## src/rtl/clock_gate_controller_if.sv

```systemverilog
// Handshake bundle between stall requesters and the clock gate controller.
// master = requester/observer side, slave = controller side.
interface clock_gate_controller_if #(
  parameter int NUM_REQ     = 4,
  parameter int COUNT_WIDTH = 32
);
  logic [NUM_REQ-1:0]     stall_req;
  logic                   count_clear;
  logic                   ce_n;
  logic                   stall_ack;
  logic [1:0]             state;
  logic [COUNT_WIDTH-1:0] gated_count;

  modport master (
    output stall_req, count_clear,
    input  ce_n, stall_ack, state, gated_count
  );

  modport slave (
    input  stall_req, count_clear,
    output ce_n, stall_ack, state, gated_count
  );
endinterface

```

## src/rtl/clock_gate_controller.sv

```systemverilog
// Stall-driven clock gate controller: RUN/DRAIN/GATED/WAKE FSM driving a clock buffer CE pin.
// Optional gated-cycle counter is built only when CLOCK_GATE_COUNTER_EN is defined.
module clock_gate_controller #(
  parameter int NUM_REQ      = 4,
  parameter int DRAIN_CYCLES = 2,
  parameter int WAKE_CYCLES  = 1,
  parameter int COUNT_WIDTH  = 32
) (
  input  logic                     clock,
  input  logic                     reset_n,
  clock_gate_controller_if.slave   bus
);

  typedef enum logic [1:0] {
    RUN   = 2'd0,
    DRAIN = 2'd1,
    GATED = 2'd2,
    WAKE  = 2'd3
  } state_t;

  // The load value counts the cycle spent on the entry edge, so a phase lasting
  // N cycles loads N-1 and exits on the edge that sees zero.
  localparam logic [7:0] DRAIN_LOAD = (DRAIN_CYCLES > 0) ? 8'(DRAIN_CYCLES - 1) : 8'd0;
  localparam logic [7:0] WAKE_LOAD  = (WAKE_CYCLES  > 0) ? 8'(WAKE_CYCLES  - 1) : 8'd0;

  logic [NUM_REQ-1:0] req;
  logic               any_req;
  logic [1:0]         rst_sync;
  logic               run_ok;
  state_t             st;
  logic [7:0]         cnt;
  logic               ce_n_q;
  logic               ack_q;

  assign req     = bus.stall_req;
  assign any_req = |req;
  assign run_ok  = rst_sync[1];

  // Reset assertion is immediate; release is held off two edges before gating may start.
  always_ff @(posedge clock or negedge reset_n) begin
    if (!reset_n) rst_sync <= 2'b00;
    else          rst_sync <= {rst_sync[0], 1'b1};
  end

  always_ff @(posedge clock or negedge reset_n) begin
    if (!reset_n) begin
      st     <= RUN;
      cnt    <= 8'd0;
      ce_n_q <= 1'b0;
      ack_q  <= 1'b0;
    end else begin
      case (st)
        RUN: begin
          if (any_req && run_ok) begin
            if (DRAIN_CYCLES == 0) begin
              st     <= GATED;
              ce_n_q <= 1'b1;
              ack_q  <= 1'b1;
            end else begin
              st  <= DRAIN;
              cnt <= DRAIN_LOAD;
            end
          end
        end
        DRAIN: begin
          if (!any_req) begin
            st <= RUN;
          end else if (cnt == 8'd0) begin
            st     <= GATED;
            ce_n_q <= 1'b1;
            ack_q  <= 1'b1;
          end else begin
            cnt <= cnt - 8'd1;
          end
        end
        GATED: begin
          if (!any_req) begin
            ce_n_q <= 1'b0;
            if (WAKE_CYCLES == 0) begin
              st    <= RUN;
              ack_q <= 1'b0;
            end else begin
              st  <= WAKE;
              cnt <= WAKE_LOAD;
            end
          end
        end
        WAKE: begin
          // New requests cannot cut the wake settle short; they are honoured at its end.
          if (cnt == 8'd0) begin
            if (any_req && DRAIN_CYCLES == 0) begin
              st     <= GATED;
              ce_n_q <= 1'b1;
            end else if (any_req) begin
              st    <= DRAIN;
              cnt   <= DRAIN_LOAD;
              ack_q <= 1'b0;
            end else begin
              st    <= RUN;
              ack_q <= 1'b0;
            end
          end else begin
            cnt <= cnt - 8'd1;
          end
        end
        default: begin
          st     <= RUN;
          ce_n_q <= 1'b0;
          ack_q  <= 1'b0;
        end
      endcase
    end
  end

  assign bus.ce_n      = ce_n_q;
  assign bus.stall_ack = ack_q;
  assign bus.state     = st;

`ifdef CLOCK_GATE_COUNTER_EN
  logic [COUNT_WIDTH-1:0] gated_cnt;

  // Saturating count of GATED cycles; clear takes priority over increment.
  always_ff @(posedge clock or negedge reset_n) begin
    if (!reset_n) begin
      gated_cnt <= '0;
    end else if (bus.count_clear) begin
      gated_cnt <= '0;
    end else if (st == GATED && gated_cnt != '1) begin
      gated_cnt <= gated_cnt + COUNT_WIDTH'(1);
    end
  end

  assign bus.gated_count = gated_cnt;
`else
  logic unused_count_clear;

  assign unused_count_clear = bus.count_clear;
  assign bus.gated_count    = '0;
`endif

endmodule
```

## src/flat_wrapper.sv

```systemverilog
// flat-port wrapper written by rule: the top's interface ports become plain ports
module clock_gate_controller_flat 
#(
  parameter int NUM_REQ      = 4,
  parameter int DRAIN_CYCLES = 2,
  parameter int WAKE_CYCLES  = 1,
  parameter int COUNT_WIDTH  = 32
)
  (clock, reset_n, bus_stall_req, bus_count_clear, bus_ce_n, bus_stall_ack, bus_state, bus_gated_count);
  clock_gate_controller_if #(.NUM_REQ(NUM_REQ), .COUNT_WIDTH(COUNT_WIDTH)) bus_i ();
  input  logic clock;
  input  logic reset_n;
  input wire logic [$bits(bus_i.stall_req)-1:0] bus_stall_req;
  input wire logic [$bits(bus_i.count_clear)-1:0] bus_count_clear;
  output wire logic [$bits(bus_i.ce_n)-1:0] bus_ce_n;
  output wire logic [$bits(bus_i.stall_ack)-1:0] bus_stall_ack;
  output wire logic [$bits(bus_i.state)-1:0] bus_state;
  output wire logic [$bits(bus_i.gated_count)-1:0] bus_gated_count;
  assign bus_i.stall_req = bus_stall_req;
  assign bus_i.count_clear = bus_count_clear;
  assign bus_ce_n = bus_i.ce_n;
  assign bus_stall_ack = bus_i.stall_ack;
  assign bus_state = bus_i.state;
  assign bus_gated_count = bus_i.gated_count;
  clock_gate_controller #(.NUM_REQ(NUM_REQ), .DRAIN_CYCLES(DRAIN_CYCLES), .WAKE_CYCLES(WAKE_CYCLES), .COUNT_WIDTH(COUNT_WIDTH)) u_core (.clock(clock), .reset_n(reset_n), .bus(bus_i));
endmodule
```

## config.mk

```make
export PLATFORM = sky130hd
export DESIGN_NAME = clock_gate_controller_flat
export DESIGN_NICKNAME = d
export VERILOG_FILES = /design/src/rtl/clock_gate_controller_if.sv /design/src/rtl/clock_gate_controller.sv /design/src/flat_wrapper.sv
export SDC_FILE = /design/constraint.sdc
export NUM_CORES = 1
export LEC_CHECK = 0
export ABC_AREA = 1
export BUFFER_PORTS_ARGS = -buffer_cell sky130_fd_sc_hd__buf_4
export CAP_MARGIN = 15
export CORE_MARGIN = 3
export CORE_UTILIZATION = 44
export DETAILED_ROUTE_END_ITERATION = 10
export PLACE_DENSITY = 0.75
export SETUP_SLACK_MARGIN = 0.3
export SYNTH_ARGS = -nofsm -noshare
export SYNTH_HDL_FRONTEND = slang
export SYNTH_SLANG_ARGS = --single-unit
export TNS_END_PERCENT = 100
```

## constraint.sdc

```tcl
create_clock -name clock -period 1.5 [get_ports clock]
set_input_delay 0.45 -clock clock [delete_from_list [all_inputs] [get_ports clock]]
set_output_delay 0.45 -clock clock [all_outputs]
set_load 0.05 [all_outputs]
```

==> metrics.md <==
| Metric | Value |
|---|---|
| Status | `finished, final reports clean` |
| Slowest cell delay on critical path | `0.44 ns` |
| Clock Sinks | `14` |
| Vias in the first global route | `784` |
| WL/cell | `11.4 um` |
| Crit-path cells | `buf_6` |
| # rows | `17` |
| Commonest non-fill, non-tap cell in the layout | `conb_1` |
| YS warnings | `0` |
| CTS tree | `done` |
| Vias post-DR | `832` |
| Reg clk slew, reported paths | `0.09 ns` |
| Hold Path Class | `flip-flop to flip-flop` |
| Worst R2R Path Depth | `8` |
| Seq pwr share | `0.242` |
| Sw Pwr | `1.62 mW` |
| Final Hold Viols | `0` |
| CTS root buf | `clkbuf_4` |
| H-tree levels | `1` |
| Int Power | `1.38 mW` |
| Hold path start | `u_core.rst_sync[0]$_DFF_PN0_` |
| Detailed Route WL | `2150 um` |
| Placed cell count | `175` |
| Final setup TNS | `0 ns` |
| Die ar. | `0.00317 mm^2` |
| Setup CP Type | `flip-flop to output pin` |
| Hold EP | `u_core.rst_sync[1]$_DFF_PN0_` |
| Placer Congestion | `0.819` |
| Design Area, Final | `0.00129 mm^2` |
| Cell Area, Placed | `0.00113 mm^2` |
| TritonCTS Buffers | `3` |
| Reg2reg end | `u_core.cnt[3]$_DFFE_PN0P_` |
| Layout Nets | `169` |
| # DRC | `0` |
| Die span in x | `56.3 um` |
| Critical Path RT | `1.05 ns` |
| CORE AREA | `0.00230 mm^2` |
| Critical path arrival | `0.89 ns` |
| Layout cells sized above 1 | `0.363` |
| Register-to-register setup slack | `0.18 ns` |
| IO Pins | `43` |
| CP max-delay cell | `dfrtp_2` |
| Asr flop ratio synth | `1.00` |
| Gr usage total | `0.136` |
| Die Y | `56.3 um` |
| CP endpoint kind | `output pin` |
| # setup viols final | `0` |
| Number of port buffers | `9` |
| Via-to-Cell Ratio | `4.43` |
| N_diodes | `0` |
| Register area share after synthesis | `0.314` |
| First-iteration detailed-routing DRC count | `20` |
| Clock share of power | `0.077` |
| RSZ-0062 raised after global routing | `true` |
| DP HPWL | `1420 um` |
| Clock Skew | `0.00699 ns` |
| Max VDD drop | `1380 uV` |
| Area growth, synth to finish | `15.7%` |
| Min Tclk post-route | `1.34 ns` |
| Netlist Area Pre-Place | `0.00111 mm^2` |
| Netlist cell types | `22` |
| Initial antenna violation count | `0` |
| Finished Layout Cells | `188` |
| Syn Area/Cell | `7.96 um^2` |
| Pwr Density | `2320 mW/mm^2` |
| Synth Flop Type | `dfrtp_1` |
| Sw Share | `0.540` |
| Critical path launch point type | `flip-flop` |
| Commonest non-fill, non-tap cells in the layout | `33 x conb_1, 32 x nand2_1, 12 x buf_4, 12 x dfrtp_1, 9 x nand2_2` |
| Starting density of the core | `0.485` |
| Logic pwr share | `0.681` |
| Max frequency | `747 MHz` |
| Syn Inst Count | `140` |
| Hold path depth | `0` |
| Maxcap violations | `0` |
| #FFs+latches synth | `14` |
| CP bufs+invs | `1` |
| EDFF count, synth | `0` |
| Leak | `0.702 nW` |
| Worst-path fanout max | `3` |
| Initial DRT Pass Iterations | `4` |
| Fin crit share | `0.892` |
| Clk buf depth | `2` |
| Slew Limit Fails | `0` |
| Cell family with most CP delay | `flip-flops` |
| Gr ovfl total | `0` |
| First-pass GRT wire length | `3380 um` |
| Antenna viol nets, final | `0` |
| Largest net degree at the start of global routing | `15` |
| Clock Latency Late Sink | `0.29 ns` |
-- worst reg2reg max path, delay by kind of cell, from the launching register on --
kind                   cells  cell delay [ns]
flip-flops                 1             0.44
buffers and inverters      2             0.26
AND/OR/NAND/NOR            6             0.51
-- registers in the layout, indices dropped and copies added (netlist names), named ones only --
register              cells
u_core.bus.state          1
u_core.rst_sync           2
u_core.bus.stall_ack      1
u_core.cnt                8
u_core.bus.ce_n           1
-- power by group through the flow --
stage                     Clock [mW]  Sequential, mW  Combinational, mW
final                          0.231           0.725               2.04
after global routing           0.258           0.744               2.24
after CTS                      0.235           0.699               1.85
after detailed placement           0           0.734               1.63
after global placement             0           0.730               1.59
after floorplan                    0           0.856               1.30
-- worst max path at each step --
stage	end	depth (start not counted)	start
2_1_floorplan	u_core.cnt[3]$_DFFE_PN0P_	8	flip-flop
3_3_place_gp	u_core.cnt[3]$_DFFE_PN0P_	9	bus_stall_req[1]
3_5_place_dp	u_core.cnt[3]$_DFFE_PN0P_	9	bus_stall_req[1]
4_1_cts	bus_state[1]	1	flip-flop
5_1_grt	u_core.cnt[3]$_DFFE_PN0P_	8	flip-flop
6_report	bus_state[1]	1	flip-flop
-- what timing repair did --
item | 4_1_cts | 5_1_grt
setup endpoints to repair | 16 | 16
endpoints found under the hold margin | 7 | 0
resized for setup | 9 | 13
hold buffers | 1 | 0
pin swaps | 1 | 9
buffers inserted | 6 | 2
-- kinds of logic (layout without fill, tap and decap cells) --
logic type	after synthesis	count (layout)	share of synthesized area
other	2	33	0.00674
buffers and inverters	43	32	0.256
XOR/XNOR	6	6	0.0471
adder cells (fa/ha/maj)	1	1	0.0112
AND/OR/NAND/NOR	67	67	0.328
AO/OA/AOI/OAI	7	7	0.0370
flip-flops	14	14	0.314
-- stage by stage --
| stage | power [mW] | hold slack, ns | setup slack (ns) | util |
|---|---|---|---|---|
| final | 3.00 | 0.357 | 0.162 | 0.562 |
| after global routing | 3.24 | 0.362 | 0.125 | 0.562 |
| after CTS | 2.78 | 0.359 | 0.176 | 0.537 |
| after detailed placement | 2.36 | 0.310 | 0.0330 | 0.491 |
| after global placement | 2.32 | 0.308 | 0.0438 | 0.491 |
| after floorplan | 2.15 | 0.154 | 0.255 | - |
-- synthesized netlist by cell type (all sizes together) (2+ instances only) --
| cell | number | area, um^2 |
|---|---|---|
| nand2 | 45 | 196 |
| buf | 33 | 248 |
| o21ai | 4 | 23.8 |
| xor2 | 3 | 26.3 |
| nand3 | 7 | 60.1 |
| xnor2 | 3 | 26.3 |
| a21oi | 2 | 10.0 |
| dfrtp | 14 | 350 |
| inv | 10 | 37.5 |
| conb | 2 | 7.51 |
| nor2 | 14 | 98.9 |
-- per-layer routing --
layer	vias up	global-route usage	share of wire	wire length, um
met5	-	0	0	0
met4	0	0.0712	0.047	101
met3	13	0.0207	0.062	133
met2	38	0.255	0.53	1140
met1	381	0.144	0.36	770
li1	400	-	-	-
-- area by class of cell --
cell class	instances	area [um^2]
Clock buffer	4	26.3
Inverter	10	45.0
Tap cell	28	35.0
Multi-Input combinational cell	114	674
Sequential cell	14	353
Timing Repair Buffer	18	156
Fill cell	187	1010
No activity file was read; power rests on OpenSTA's default activity.
